### src/rtl/reg8_write_arbiter_if.sv
// Bus bundle between up to four register-write requesters and the shared register arbiter.
interface reg8_write_arbiter_if #(
  parameter int unsigned NREQ  = 4,
  parameter int unsigned WIDTH = 8
);
  logic [NREQ-1:0]       req;
  logic [NREQ-1:0]       lock;
  logic [NREQ*WIDTH-1:0] wdata;
  logic [NREQ-1:0]       gnt;
  logic [WIDTH-1:0]      Q;
  logic [1:0]            owner;
  logic                  busy;
  logic                  locked;

  modport master (
    output req, lock, wdata,
    input  gnt, Q, owner, busy, locked
  );

  modport slave (
    input  req, lock, wdata,
    output gnt, Q, owner, busy, locked
  );
endinterface

### src/rtl/reg8_write_arbiter.sv
// Round-robin write arbiter for a shared register, with optional lock
// giving one requester exclusive back-to-back writes.
module reg8_write_arbiter #(
  parameter int unsigned NREQ  = 4,
  parameter int unsigned WIDTH = 8
) (
  input logic                  clock,
  input logic                  rst_n,
  reg8_write_arbiter_if.slave  bus
);

  localparam int unsigned IDX_W = 2;

  localparam logic [1:0] ST_IDLE = 2'd0;
  localparam logic [1:0] ST_LOAD = 2'd1;
  localparam logic [1:0] ST_LOCK = 2'd2;

  logic [1:0]       state_q, state_d;
  logic [IDX_W-1:0] sel_q, sel_d;
  logic [IDX_W-1:0] ptr_q, ptr_d;
  logic [IDX_W-1:0] owner_q, owner_d;
  logic [WIDTH-1:0] q_q, q_d;
  logic [NREQ-1:0]  gnt_q, gnt_d;
  logic             busy_q, busy_d;
  logic             locked_q, locked_d;

  logic             win_found;
  logic [IDX_W-1:0] win_idx;
  logic [IDX_W-1:0] scan_idx;

  // Round-robin pick: first requester at or after ptr, wrapping mod NREQ.
  always_comb begin
    win_found = 1'b0;
    win_idx   = ptr_q;
    scan_idx  = '0;
    for (int unsigned i = 0; i < NREQ; i++) begin
      scan_idx = IDX_W'((32'(ptr_q) + i) % NREQ);
      if (!win_found && bus.req[scan_idx]) begin
        win_found = 1'b1;
        win_idx   = scan_idx;
      end
    end
  end

  // Next-state and commit logic.
  always_comb begin
    state_d = state_q;
    sel_d   = sel_q;
    ptr_d   = ptr_q;
    owner_d = owner_q;
    q_d     = q_q;
    case (state_q)
      ST_IDLE: begin
        if (win_found) begin
          sel_d   = win_idx;
          state_d = ST_LOAD;
        end
      end
      ST_LOAD: begin
        q_d     = bus.wdata[32'(sel_q)*WIDTH +: WIDTH];
        owner_d = sel_q;
        ptr_d   = (32'(sel_q) == NREQ - 1) ? '0 : sel_q + IDX_W'(1);
        state_d = bus.lock[sel_q] ? ST_LOCK : ST_IDLE;
      end
      ST_LOCK: begin
        if (bus.req[sel_q]) begin
          state_d = ST_LOAD;
        end else if (!bus.lock[sel_q]) begin
          state_d = ST_IDLE;
        end
      end
      default: state_d = ST_IDLE;
    endcase
  end

  // Status outputs are registered from the upcoming state, so they track state_q exactly.
  always_comb begin
    gnt_d = '0;
    if (state_d == ST_LOAD) begin
      gnt_d[sel_d] = 1'b1;
    end
    busy_d   = (state_d != ST_IDLE);
    locked_d = (state_d == ST_LOCK);
  end

  always_ff @(posedge clock) begin
    if (!rst_n) begin
      state_q  <= ST_IDLE;
      sel_q    <= '0;
      ptr_q    <= '0;
      owner_q  <= '0;
      q_q      <= '0;
      gnt_q    <= '0;
      busy_q   <= 1'b0;
      locked_q <= 1'b0;
    end else begin
      state_q  <= state_d;
      sel_q    <= sel_d;
      ptr_q    <= ptr_d;
      owner_q  <= owner_d;
      q_q      <= q_d;
      gnt_q    <= gnt_d;
      busy_q   <= busy_d;
      locked_q <= locked_d;
    end
  end

  assign bus.gnt    = gnt_q;
  assign bus.Q      = q_q;
  assign bus.owner  = owner_q;
  assign bus.busy   = busy_q;
  assign bus.locked = locked_q;

endmodule

### src/flat_wrapper.sv
// flat-port wrapper written by rule: the top's interface ports become plain ports
module reg8_write_arbiter_flat 
#(
  parameter int unsigned NREQ  = 4,
  parameter int unsigned WIDTH = 8
)
  (clock, rst_n, bus_req, bus_lock, bus_wdata, bus_gnt, bus_Q, bus_owner, bus_busy, bus_locked);
  reg8_write_arbiter_if #(.NREQ(NREQ), .WIDTH(WIDTH)) bus_i ();
  input logic clock;
  input logic rst_n;
  input wire logic [$bits(bus_i.req)-1:0] bus_req;
  input wire logic [$bits(bus_i.lock)-1:0] bus_lock;
  input wire logic [$bits(bus_i.wdata)-1:0] bus_wdata;
  output wire logic [$bits(bus_i.gnt)-1:0] bus_gnt;
  output wire logic [$bits(bus_i.Q)-1:0] bus_Q;
  output wire logic [$bits(bus_i.owner)-1:0] bus_owner;
  output wire logic [$bits(bus_i.busy)-1:0] bus_busy;
  output wire logic [$bits(bus_i.locked)-1:0] bus_locked;
  assign bus_i.req = bus_req;
  assign bus_i.lock = bus_lock;
  assign bus_i.wdata = bus_wdata;
  assign bus_gnt = bus_i.gnt;
  assign bus_Q = bus_i.Q;
  assign bus_owner = bus_i.owner;
  assign bus_busy = bus_i.busy;
  assign bus_locked = bus_i.locked;
  reg8_write_arbiter #(.NREQ(NREQ), .WIDTH(WIDTH)) u_core (.clock(clock), .rst_n(rst_n), .bus(bus_i));
endmodule
### config.mk
export PLATFORM = sky130hd
export DESIGN_NAME = reg8_write_arbiter_flat
export DESIGN_NICKNAME = d
export VERILOG_FILES = /design/src/rtl/reg8_write_arbiter_if.sv /design/src/rtl/reg8_write_arbiter.sv /design/src/flat_wrapper.sv
export SDC_FILE = /design/constraint.sdc
export NUM_CORES = 1
export LEC_CHECK = 0
export CAP_MARGIN = 20
export CORE_MARGIN = 3
export CORE_UTILIZATION = 42
export DETAILED_ROUTE_END_ITERATION = 8
export PLACE_DENSITY = 0.84
export SYNTH_ARGS = -nofsm -noshare
export SYNTH_HDL_FRONTEND = slang
export SYNTH_SLANG_ARGS = --single-unit
### constraint.sdc
create_clock -name clock -period 3.24 [get_ports clock]
set_clock_uncertainty 0.1 [all_clocks]
set_input_delay 0.648 -clock clock [delete_from_list [all_inputs] [get_ports clock]]
set_output_delay 0.648 -clock clock [all_outputs]
set_load 0.01 [all_outputs]
# Word-level counts from Yosys, hierarchy flattened

Cells that the tools add are included.

Register bits after elaboration: 22
Input port bits: 42
Output and inout port bits: 16
Word-level logic and storage cells: 64

Add/subtract/negate cells: 4
Magnitude comparators: 7
Equality and inequality tests: 5
Shift-type cells: 1
Muxes and demuxes: 29
Reductions and logical operators: 10

Operators by type and width:

| cell                                                        | count |
|---|---|
| indexed part select 32 x 6 -> 8 bit                         | 1 |
| two-way mux 2 bit                                           | 10 |
| less-than comparator 2 x 3 -> 1 bit (second input constant) | 6 |
| binary-select mux 1 bit (select 2 bit)                      | 6 |
| two-way mux 1 bit                                           | 11 |
| equality test 2 bit (second input constant)                 | 3 |
| one-hot mux 2 bit (3 select lines)                          | 1 |
| adder 2 x 1 -> 2 bit (second input constant)                | 2 |
| adder 2 bit (second input constant)                         | 2 |
| equality test 2 x 1 -> 1 bit (second input constant)        | 2 |
| logical AND 1 bit                                           | 4 |
| logical NOT 1 bit                                           | 3 |
| demux 1 bit (select 2 bit)                                  | 1 |
| >= comparator 2 x 1 -> 1 bit (second input constant)        | 1 |
| logical NOT 2 bit                                           | 1 |
| AND reduction 2 bit                                         | 1 |
| nonzero test 2 bit                                          | 1 |

# Longest topological paths before layout

Depth after elaboration: 18
Gate-level depth with buffers: 4
Gate-level depth less buffers: 4

# Worst setup path before layout

No wires, ideal clock.

Kind: input to register
From: input port bus_req[3]
To: register u_core.busy_q (netlist: u_core.bus.busy)
Library setup time: 61 ps
Data arrival time: 1672 ps
Data required time: 3079 ps
Slack: 1406 ps
Stages on the path: 4
Buffers on the path: 0
Cells stage by stage: mux4_2 > or3_4 > a21oi_2 > nand2b_1

Longest elaborated chain between the ends: 15
Elaborated cells on any way between the ends: 24
Those cells by class: mux (17); reduce/logical (7)

Ends and longest elaborated chain:

| item                                    | RTL line                  | RTL |
|---|---|---|
| start: declaration                      | flat_wrapper.sv:11        | `input wire logic [$bits(bus_i.req)-1:0] bus_req;` |
| binary-select mux 1 bit (select 2 bit)  | reg8_write_arbiter.sv:38  | `if (!win_found && bus.req[scan_idx]) begin` |
| two-way mux 1 bit (implied by the code) | reg8_write_arbiter.sv:38  |  |
| two-way mux 1 bit                       | reg8_write_arbiter.sv:38  |  |
| logical NOT 1 bit                       | reg8_write_arbiter.sv:38  |  |
| logical AND 1 bit                       | reg8_write_arbiter.sv:38  |  |
| two-way mux 1 bit                       | reg8_write_arbiter.sv:38  |  |
| logical NOT 1 bit                       | reg8_write_arbiter.sv:38  |  |
| logical AND 1 bit                       | reg8_write_arbiter.sv:38  |  |
| two-way mux 1 bit                       | reg8_write_arbiter.sv:38  |  |
| logical NOT 1 bit                       | reg8_write_arbiter.sv:38  |  |
| logical AND 1 bit                       | reg8_write_arbiter.sv:38  |  |
| two-way mux 1 bit                       | reg8_write_arbiter.sv:38  |  |
| two-way mux 2 bit                       | reg8_write_arbiter.sv:54  | `if (win_found) begin` |
| one-hot mux 2 bit (3 select lines) *    | reg8_write_arbiter.sv:52  | `case (state_q)` |
| nonzero test 2 bit *                    | reg8_write_arbiter.sv:82  | `busy_d = (state_d != ST_IDLE);` |
| end signal: assignment                  | reg8_write_arbiter.sv:103 | `busy_q <= busy_d;` |
| end: declaration                        | reg8_write_arbiter.sv:24  | `logic busy_q, busy_d;` |

Mark *: on every way between the ends. The rest lies on a longest branch, timed or not. The select of a mux whose other input is x is not followed.
A chain may end at the register's enable or synchronous reset.

# Worst setup path after layout

From: input port bus_req[1]
To: register u_core.gnt_q[2] (netlist: u_core.bus.gnt[2])

Longest elaborated chain between the ends: 18
Elaborated cells on any way between the ends: 35
Those cells by class: order compare (2); eq/ne (1); mux (24); reduce/logical (8)

Ends and longest elaborated chain:

| item                                                                                                      | RTL line                  | RTL |
|---|---|---|
| binary-select mux 1 bit (select 2 bit)                                                                    | reg8_write_arbiter.sv:38  |  |
| two-way mux 1 bit (implied by the code)                                                                   | reg8_write_arbiter.sv:38  |  |
| two-way mux 1 bit                                                                                         | reg8_write_arbiter.sv:38  |  |
| logical NOT 1 bit                                                                                         | reg8_write_arbiter.sv:38  |  |
| logical AND 1 bit                                                                                         | reg8_write_arbiter.sv:38  |  |
| two-way mux 1 bit                                                                                         | reg8_write_arbiter.sv:38  |  |
| logical NOT 1 bit                                                                                         | reg8_write_arbiter.sv:38  |  |
| logical AND 1 bit                                                                                         | reg8_write_arbiter.sv:38  |  |
| [... 2 more ...]                                                                                          | --                        |  |
| logical AND 1 bit                                                                                         | reg8_write_arbiter.sv:38  |  |
| two-way mux 2 bit or two-way mux 1 bit (tied branches)                                                    | reg8_write_arbiter.sv:38  |  |
| two-way mux 2 bit                                                                                         | reg8_write_arbiter.sv:54  |  |
| two-way mux 2 bit                                                                                         | reg8_write_arbiter.sv:52  |  |
| less-than comparator 2 x 3 -> 1 bit (implied by the code) or >= comparator 2 x 1 -> 1 bit (tied branches) | reg8_write_arbiter.sv:80  | `gnt_d[sel_d] = 1'b1;` |
| logical AND 1 bit (implied by the code)                                                                   | reg8_write_arbiter.sv:80  |  |
| two-way mux 1 bit (implied by the code)                                                                   | reg8_write_arbiter.sv:80  |  |
| demux 1 bit (select 2 bit)                                                                                | --                        |  |
| end signal: assignment                                                                                    | reg8_write_arbiter.sv:102 | `gnt_q <= gnt_d;` |
| end: declaration                                                                                          | reg8_write_arbiter.sv:23  | `logic [NREQ-1:0] gnt_q, gnt_d;` |

Parallel ways exist; a longest one is shown, timed or not. The select of a mux whose other input is x is not followed.

==> flow_metrics.py <==
metrics = {
    "cells_and_area": {
        "final_core_utilization_pct": 70.5,
        "antenna_cells": 0,
        "num-nets-final": 210,
        "layout-drive-gt1-share_pct": 10.2,
        "area_delta_synth_final_pct": 57.1,
    },
    "clock_network": {
        "ctsRootBufferMaster": "clkbuf_4",
        "clkSlewWorstSetupHoldPaths_ps": 130,
        "numCtsBuffers": 3,
        "cts_tree": "yes",
        "clock-sinks": 22,
        "postCtsSetupBuffers": 0,
        "clock_path_buffers": 2,
        "cts.repair.resized": 0,
        "clk_latency_ps": 310,
        "htree_levels": 1,
        "cts_hold_buf": 0,
    },
    "synth": {
        "synthArstFlopShare_pct": 0,
        "syn_area_per_cell_sq_um": 10.2,
        "synth_top_area_cell": "dfxtp_1",
        "synth_nets": 153,
        "ys_ff_latch": 22,
        "synth_top_area_share_pct": 39.3,
        "yosysMostFrequentCell": "nand2_1",
        "synthDistinctLibCells": 28,
        "synth_edf_count": 0,
        "ys_top_cells_by_area": "dfxtp_1 39%, mux4_2 20%, a21boi_0 8.0%",
        "synthesis.instances": 110,
        "ys_warn_count": 0,
        "synth-seq-area-share_pct": 39.3,
        "ys.flop_type": "dfxtp_1",
        "ys_top_cells_by_count": "24 x nand2_1, 22 x dfxtp_1, 12 x a21boi_0",
        "syn-cell-area_sq_um": 1120,
    },
    "timing": {
        "hold_ws_ps": 375,
        "setup_ws_ps": 1090,
        "fin_crit_ps": 2150,
        "slew_headroom_pct": 47.1,
        "final.period_utilization_pct": 66.3,
        "setup_viol": 0,
        "final_hold_viol_count": 0,
        "max_freq_ghz": 0.466,
        "rsz0062_at_grt": "false",
        "slew_viol_final": 0,
        "tns_ps": 0,
        "worst_slew_pin_slew_ps": 792,
    },
    "setup_path": {
        "reg2regPathDepth": 3,
        "r2r_end": "u_core.bus.gnt[2]$_SDFF_PN0_",
        "criticalPathCategory": "in2reg",
        "slowest_delay_ps": 580,
        "crit_chain": "clkdlybuf4s50_1, nor3b_1, a2111oi_0, o31ai_1, and4b_1",
        "cp_max_fo": 7,
        "crit_family": "compound AO/OA/AOI/OAI gates",
        "critPathArrivalTime_ps": 2270,
        "cp.required_ps": 3360,
        "endpoint_kind": "flip-flop",
        "worst_r2r_startpoint": "u_core.sel_q[1]$_SDFF_PN0_",
        "critPathBufInv": 1,
        "critical_path.startpoint_type": "input port",
        "critical-path-slowest-cell": "clkdlybuf4s50_1",
        "r2r_slack_ps": 1110,
    },
    "die": {
        "fp.dieH_microns": 57.7,
        "die_area_sq_um": 3330,
        "start_util_pct": 44.8,
        "fp-row-count": 18,
        "pin_count": 58,
        "die_w_microns": 57.7,
        "core_sq_um": 2500,
    },
    "power_and_ir_drop": {
        "peakVddDrop_uv": 274,
        "power.density_nw_per_um2": 406,
        "p_leak_nw": 0.625,
    },
    "global_routing": {
        "overflow": 0,
        "grt_use_total_pct": 19.2,
        "grt_pass1_wl_microns": 4840,
        "grt_max_degree": 17,
        "grt_pass1_vias": 1079,
        "antenna_found_initial": 0,
    },
    "routing": {
        "drt_wl_total_microns": 3010,
        "vias": 1064,
        "antenna_left": 0,
        "post_drt_wl_per_cell_microns": 15.4,
        "initialDrtViolationCount": 19,
        "dr.pass1.iters": 4,
        "drc": 0,
        "via_per_inst": 5.43,
    },
    "place": {
        "dp_hpwl_microns": 2380,
        "gp_congestion": 0.794,
        "place_worst_setup_slack_ps": 746,
        "port_buffers": 57,
    },
    "worst_hold_path": {
        "min_path_type": "reg2reg",
        "worstHoldEndpoint": "u_core.bus.Q[7]$_SDFFE_PN0N_",
        "holdPathStages": 2,
        "min_from": "u_core.bus.Q[7]$_SDFFE_PN0N_",
    },
    "run": {
        "drv_cap": 0,
    },
    "run_status": {
        "outcome": "finished, final reports clean",
    },
}
==> worst min-delay path, cell delays in order, from the launching register on <==
cell and delay, ps:
dfxtp_1 330, nand2_1 50, a21boi_0 60
==> routing by layer <==
metal / vias to the layer above / part of all wire (%) / track usage (%)
li1: 517 / - / -
met1: 506 / 36 / 21.4
met2: 33 / 56 / 35.0
met3: 8 / 4.2 / 2.23
met4: 0 / 3.3 / 10.6
met5: - / 0 / 0
==> worst max-delay path by stage <==
stage                          startpoint                           end  depth (start not counted)  slack (ps)
5_1_grt                        bus_req[1]  u_core.bus.gnt[2]$_SDFF_PN0_                          5         970
3_3_place_gp                   bus_req[1]  u_core.bus.gnt[2]$_SDFF_PN0_                          5         810
4_1_cts        u_core.sel_q[1]$_SDFF_PN0_  u_core.bus.gnt[2]$_SDFF_PN0_                          3        1090
6_report                       bus_req[1]  u_core.bus.gnt[2]$_SDFF_PN0_                          5        1090
2_1_floorplan                  bus_req[3]    u_core.bus.busy$_SDFF_PN0_                          4        1410
3_5_place_dp                   bus_req[1]  u_core.bus.gnt[2]$_SDFF_PN0_                          5         750
==> flip-flops by register name, summed over array words and instances, names as in the netlist <==
register,cells
u_core.state_q,2
u_core.bus.gnt,4
u_core.bus.locked,1
u_core.bus.Q,8
u_core.bus.busy,1
u_core.bus.owner,2
u_core.sel_q,2
u_core.ptr_q,2
==> kinds of logic (layout without fill, tap and decap cells) <==
group	count (synthesis)	after routing	synth area share, %
AO/OA/AOI/OAI	25	25	16.5
adder cells (fa/ha/maj)	1	1	1.12
buffers and inverters	7	63	2.45
flip-flops	22	22	39.3
multiplexers	10	10	20.1
AND/OR/NAND/NOR	45	45	20.5
==> where the power goes <==
part	internal, W	switching (W)	total (W)
registers	0.000292	0.0000235	0.000316
logic	0.000119	0.0000667	0.000186
clock network	0.000125	0.0000884	0.000214
total	0.000537	0.000179	0.000715
==> metrics by stage <==
step,cell area (sq um),total power (W),cells
after floorplan,1120,0.000408,110
after global placement,1710,0.000502,192
after detailed placement,1710,0.000509,192
after CTS,1760,0.000720,196
after global routing,1760,0.000752,196
final,1760,0.000715,196
==> layout by cell type, fill, tap and decap left out, drive strengths merged, types with 2 or more instances in the layout <==
master | Yosys | final
a211oi | 2 | 2
nor2 | 2 | 2
clkdlybuf4s50 | 0 | 57
nor3b | 2 | 2
clkbuf | 3 | 3
nor2b | 5 | 5
mux4 | 10 | 10
nor3 | 2 | 2
a21oi | 4 | 4
nand2b | 4 | 4
inv | 2 | 2
o31ai | 2 | 2
a21boi | 12 | 12
nand2 | 24 | 24
and4b | 2 | 2
dfxtp | 22 | 22
==> final cells by class <==
cell class / instances / area, sq um
clock inverter: 1 / 30.0
tap: 30 / 37.5
inverter: 2 / 7.51
fill: 195 / 738
clock buffer: 3 / 22.5
multi-input combinational: 81 / 653
sequential: 22 / 440
timing repair buffer: 57 / 571
Power figures use the tool's default switching activity.
==> variant 1: new RTL, same flow settings <==
`q_q` no longer has a reset.
--- a/src/rtl/reg8_write_arbiter.sv
+++ b/src/rtl/reg8_write_arbiter.sv
@@ -89,7 +89,6 @@
       sel_q    <= '0;
       ptr_q    <= '0;
       owner_q  <= '0;
-      q_q      <= '0;
       gnt_q    <= '0;
       busy_q   <= 1'b0;
       locked_q <= 1'b0;
@@ -98,11 +97,14 @@
       sel_q    <= sel_d;
       ptr_q    <= ptr_d;
       owner_q  <= owner_d;
-      q_q      <= q_d;
       gnt_q    <= gnt_d;
       busy_q   <= busy_d;
       locked_q <= locked_d;
     end
+  end
+
+  always_ff @(posedge clock) begin
+    q_q <= q_d;
   end
 
   assign bus.gnt    = gnt_q;
Behaviour: differs if rst_n is asserted again (counterexample within 4 cycles, from zero or initial values and one cycle with rst_n low); with rst_n held inactive, the same outputs for 10 cycles.
==> variant 1 against the unedited design <==
- worst setup slack got worse by 0.15 ns
- hold slack improved by 0.077 ns
- sequential cell count did not move
- highest routed layer unchanged
- register-to-register slack improved by 0.35 ns
- critical endpoint unchanged
- wire length fell by 6.0%
- final area rose by 0.99%
- final cell count fell by 13%
- sequential share of layout area rose by 4.3 points
- die area fell by 0.10%
- total power rose by 5.9%
- area after synthesis fell by 0.11%
==> variant 1: results (changes against the unedited design) <==
Outcome
  – Status: complete, no violations (unchanged)

Detailed routing
  – Drt via density: 5.359 (was 5.429)
  – Final Routed Wirelength: 2831 µm (was 3013 µm)
  – Starting DRT DRC Count: 45 (was 19)
  – Vias post-DR: 911 (was 1064)

Final layout
  – Share of layout cells above drive strength 1: 17.86% (was 10.24%)
  – Final net count: 184 (was 210)

Placed design
  – GP Congestion: 0.7851 (was 0.7944)
  – Place WS: 0.6357 ns (was 0.7459 ns)
  – Total placed cells including tap cells: 166 (was 192)
  – Placed Area: 1727 µm² (was 1709 µm²)
  – Post-DP HPWL: 2269 µm (was 2376 µm)

Min path
  – Hold path endpoint: u_core.bus.owner[0] (was u_core.bus.Q[7])
  – Worst hold path startpoint: u_core.bus.owner[0] (was u_core.bus.Q[7])
  – Hold WC Path Type: reg2reg (unchanged)

Setup path
  – Crit path DAT: 2.41 ns (was 2.27 ns)
  – Critical Path End: u_core.bus.gnt[2] (unchanged)
  – Critical path fanouts, max: 5 (was 7)
  – CP delay by family, top: simple AND/OR/NAND/NOR gates (was compound AO/OA/AOI/OAI gates)
  – Reg-to-reg setup timing slack: 1.46 ns (was 1.11 ns)
  – Worst Setup End Kind: register (unchanged)
  – FF-to-FF path depth: 5 (was 3)
  – Worst path slowest cell: or4_4 (was clkdlybuf4s50_1)
  – FF-to-FF End: u_core.bus.busy (was u_core.bus.gnt[2])

Power and ir drop
  – Leakage: 0.6466 nW (was 0.6245 nW)
  – Peak VDD IR: 0.0002935 V (was 0.0002735 V)

Synth
  – Seq/Total Area, Yosys: 46.48% (was 39.29%)
  – Avg Inst Size Synth: 14.00 µm² (was 10.19 µm²)
  – Leading post-synthesis cells by instance count: 14 x dfxtp_1, 10 x mux4_2, 8 x edfxtp_1 (was 24 x nand2_1, 22 x dfxtp_1, 12 x a21boi_0)
  – Post-synth net total: 123 (was 153)
  – Synth top area cells: dfxtp_1 25%, edfxtp_1 21%, mux4_2 20% (was dfxtp_1 39%, mux4_2 20%, a21boi_0 8.0%)
  – Synth unique cells: 37 (was 28)
  – Post-synth EDFFs: 8 (was 0)

Global routing
  – Initial antenna violation count: 0 (unchanged)
  – Global-route wire length before repair: 4305 µm (was 4843 µm)
  – GRT Overall Usage: 17.40% (was 19.18%)
  – Vias in the first global route: 873 (was 1079)
  – Largest net degree at the start of global routing: 14 (was 17)

Clock network
  – Root buffer cell: clkbuf_4 (unchanged)
  – # resized after CTS: 0 (unchanged)
  – Clock transition at path regs: approximately 0.12 ns
  – Clock Latency Late Sink: 0.31 ns (about the same)
  – Clock buffer depth: 2 (unchanged)

Timing
  – Worst slew pin tran: 0.3662 ns (was 0.7921 ns)
  – Fin crit share: 70.76% (was 66.26%)
  – Hold slack: 0.4525 ns (was 0.3755 ns)
## variant 1: power breakdown
part           leakage, nW  total, W  internal [W]  switching, W
combinational        0.428  0.000216      0.000133     0.0000822
clock               0.0279  0.000209      0.000125     0.0000840
sequential           0.190  0.000332      0.000318     0.0000149
total                0.647  0.000757      0.000576      0.000181
## variant 1: routing by layer
metal,vias up,share of wire (%),GRT usage [%]
li1,436,-,-
met1,418,41,21.39
met2,52,48,29.68
met3,5,10,4.454
met4,0,1.2,5.960
met5,-,0,0
## variant 1: layout make-up
cell class	count	area [µm²]
Sequential cell	22	520.5
Clock inverter	1	30.03
Timing Repair Buffer	59	585.6
Tap cell	30	37.54
Multi-Input combinational cell	52	571.8
Fill cell	180	720.7
Clock buffer	3	22.52
Inverter	3	11.26
## variant 1: cell families (layout without fill, tap and decap cells)
family	Yosys count	after routing	share of synthesized area (%)
flops	22	22	46.48
simple gates	22	22	13.86
fa+ha+maj	1	1	1.117
compound gates	16	16	13.30
mux	13	13	22.79
buf+inv	6	66	2.458
==> variant 2: new RTL, config.mk and constraints unchanged <==
Made on the original files. `WIDTH` is set to 8 in 3 places; all go to 6.
--- a/src/rtl/reg8_write_arbiter_if.sv
+++ b/src/rtl/reg8_write_arbiter_if.sv
@@ -1,7 +1,7 @@
 // Bus bundle between up to four register-write requesters and the shared register arbiter.
 interface reg8_write_arbiter_if #(
   parameter int unsigned NREQ  = 4,
-  parameter int unsigned WIDTH = 8
+  parameter int unsigned WIDTH = 6
 );
   logic [NREQ-1:0]       req;
   logic [NREQ-1:0]       lock;
--- a/src/rtl/reg8_write_arbiter.sv
+++ b/src/rtl/reg8_write_arbiter.sv
@@ -2,7 +2,7 @@
 // giving one requester exclusive back-to-back writes.
 module reg8_write_arbiter #(
   parameter int unsigned NREQ  = 4,
-  parameter int unsigned WIDTH = 8
+  parameter int unsigned WIDTH = 6
 ) (
   input logic                  clock,
   input logic                  rst_n,
--- a/src/flat_wrapper.sv
+++ b/src/flat_wrapper.sv
@@ -2,7 +2,7 @@
 module reg8_write_arbiter_flat 
 #(
   parameter int unsigned NREQ  = 4,
-  parameter int unsigned WIDTH = 8
+  parameter int unsigned WIDTH = 6
 )
   (clock, rst_n, bus_req, bus_lock, bus_wdata, bus_gnt, bus_Q, bus_owner, bus_busy, bus_locked);
   reg8_write_arbiter_if #(.NREQ(NREQ), .WIDTH(WIDTH)) bus_i ();
Interface: changed (resized bus_Q and bus_wdata); port bits go from 58 to 48. The function was not compared with the original's and may differ.
==> variant 2 against the unedited design <==
- synthesized cell count down 11%
- maximum frequency is 0.83% lower
- worst setup slack worse by 0.018 ns
- total power fell by 8.2%
- final area shrank 12%
- largest power group unchanged
- count of clock-buffer cells in the layout unchanged
- area after synthesis decreased by 11%
- sequential cell count shrank 2
- combinational power shrank 5%
- wire length is 8.8% lower
- critical path type unchanged
- utilization is 0.89 points lower
- highest routed layer unchanged
==> variant 2: results (changes against the unedited design) <==
Outcome
  – Status: complete, no violations (unchanged)

Power and ir drop
  – Sw Ratio: 23.98% (was 24.97%)
  – Leakage: 0.5895 nW (was 0.6245 nW)
  – P_clk: 0.000199 W (was 0.000214 W)
  – Seq power: 0.000282 W (was 0.000316 W)
  – Sequential power share: 42.9% (was 44.2%)
  – Peak VDD IR: 0.0003896 V (was 0.0002735 V)

Setup path
  – FF-to-FF path depth: 4 (was 3)
  – CP max stage delay: 0.56 ns (was 0.58 ns)
  – FF-to-FF End: u_core.bus.gnt[3] (was u_core.bus.gnt[2])

Detailed routing
  – Starting DRT DRC Count: 6 (was 19)
  – Final Routed Wirelength: 2747 µm (was 3013 µm)
  – Drt via density: 5.241 (was 5.429)

Synth
  – Synth top area cells: dfxtp_1 40%, mux4_2 13%, nand2_1 8.2% (was dfxtp_1 39%, mux4_2 20%, a21boi_0 8.0%)
  – Leading post-synthesis cells by instance count: 22 x nand2_1, 20 x dfxtp_1, 9 x a21boi_0 (was 24 x nand2_1, 22 x dfxtp_1, 12 x a21boi_0)
  – Seq/Total Area, Yosys: 39.95% (was 39.29%)
  – Post-Synth Adder-Cell Area: 1.248% (was 1.116%)

Placed design
  – GP Congestion: 0.8350 (was 0.7944)
  – Placed Area: 1501 µm² (was 1709 µm²)
  – Place WS: 0.7362 ns (was 0.7459 ns)
  – Post-DP HPWL: 2236 µm (was 2376 µm)

Final layout
  – Share of layout cells above drive strength 1: 11.64% (was 10.24%)
  – Final net count: 182 (was 210)
  – Max reg flops: 6 (was 8)

Clock network
  – Clock Latency Late Sink: 0.29 ns (was 0.31 ns)

Global routing
  – GRT Overall Usage: 19.17% (was 19.18%)

Min path
  – Worst hold path startpoint: u_core.bus.Q[4] (was u_core.bus.Q[7])
  – Hold path endpoint: u_core.bus.Q[4] (was u_core.bus.Q[7])
-- variant 2: layout make-up --
type,count,area (µm²)
Fill cell,174,679.4
Multi-Input combinational cell,70,569.3
Timing Repair Buffer,49,485.5
Sequential cell,20,400.4
Tap cell,28,35.03
Clock inverter,1,30.03
Clock buffer,3,22.52
Inverter,3,11.26
-- variant 2: metal layers --
layer | global-route usage (%) | vias to the layer above | part of all wire [%] | routed length (µm)
met5 | 0 | - | 0 | 0
met4 | 4.564 | 0 | 0.15 | 4
met3 | 6.540 | 2 | 11 | 296
met2 | 36.22 | 36 | 51 | 1396
met1 | 19.87 | 430 | 38 | 1050
li1 | - | 444 | - | -
-- variant 2: per-stage QoR --
step / instances / utilization [%]
4_1_cts: 174 / 69.58
5_1_grt: 174 / 69.58
3_3_place_gp: 170 / 67.23
3_5_place_dp: 170 / 67.23
2_1_floorplan: 98 / -
6_report: 174 / 69.58
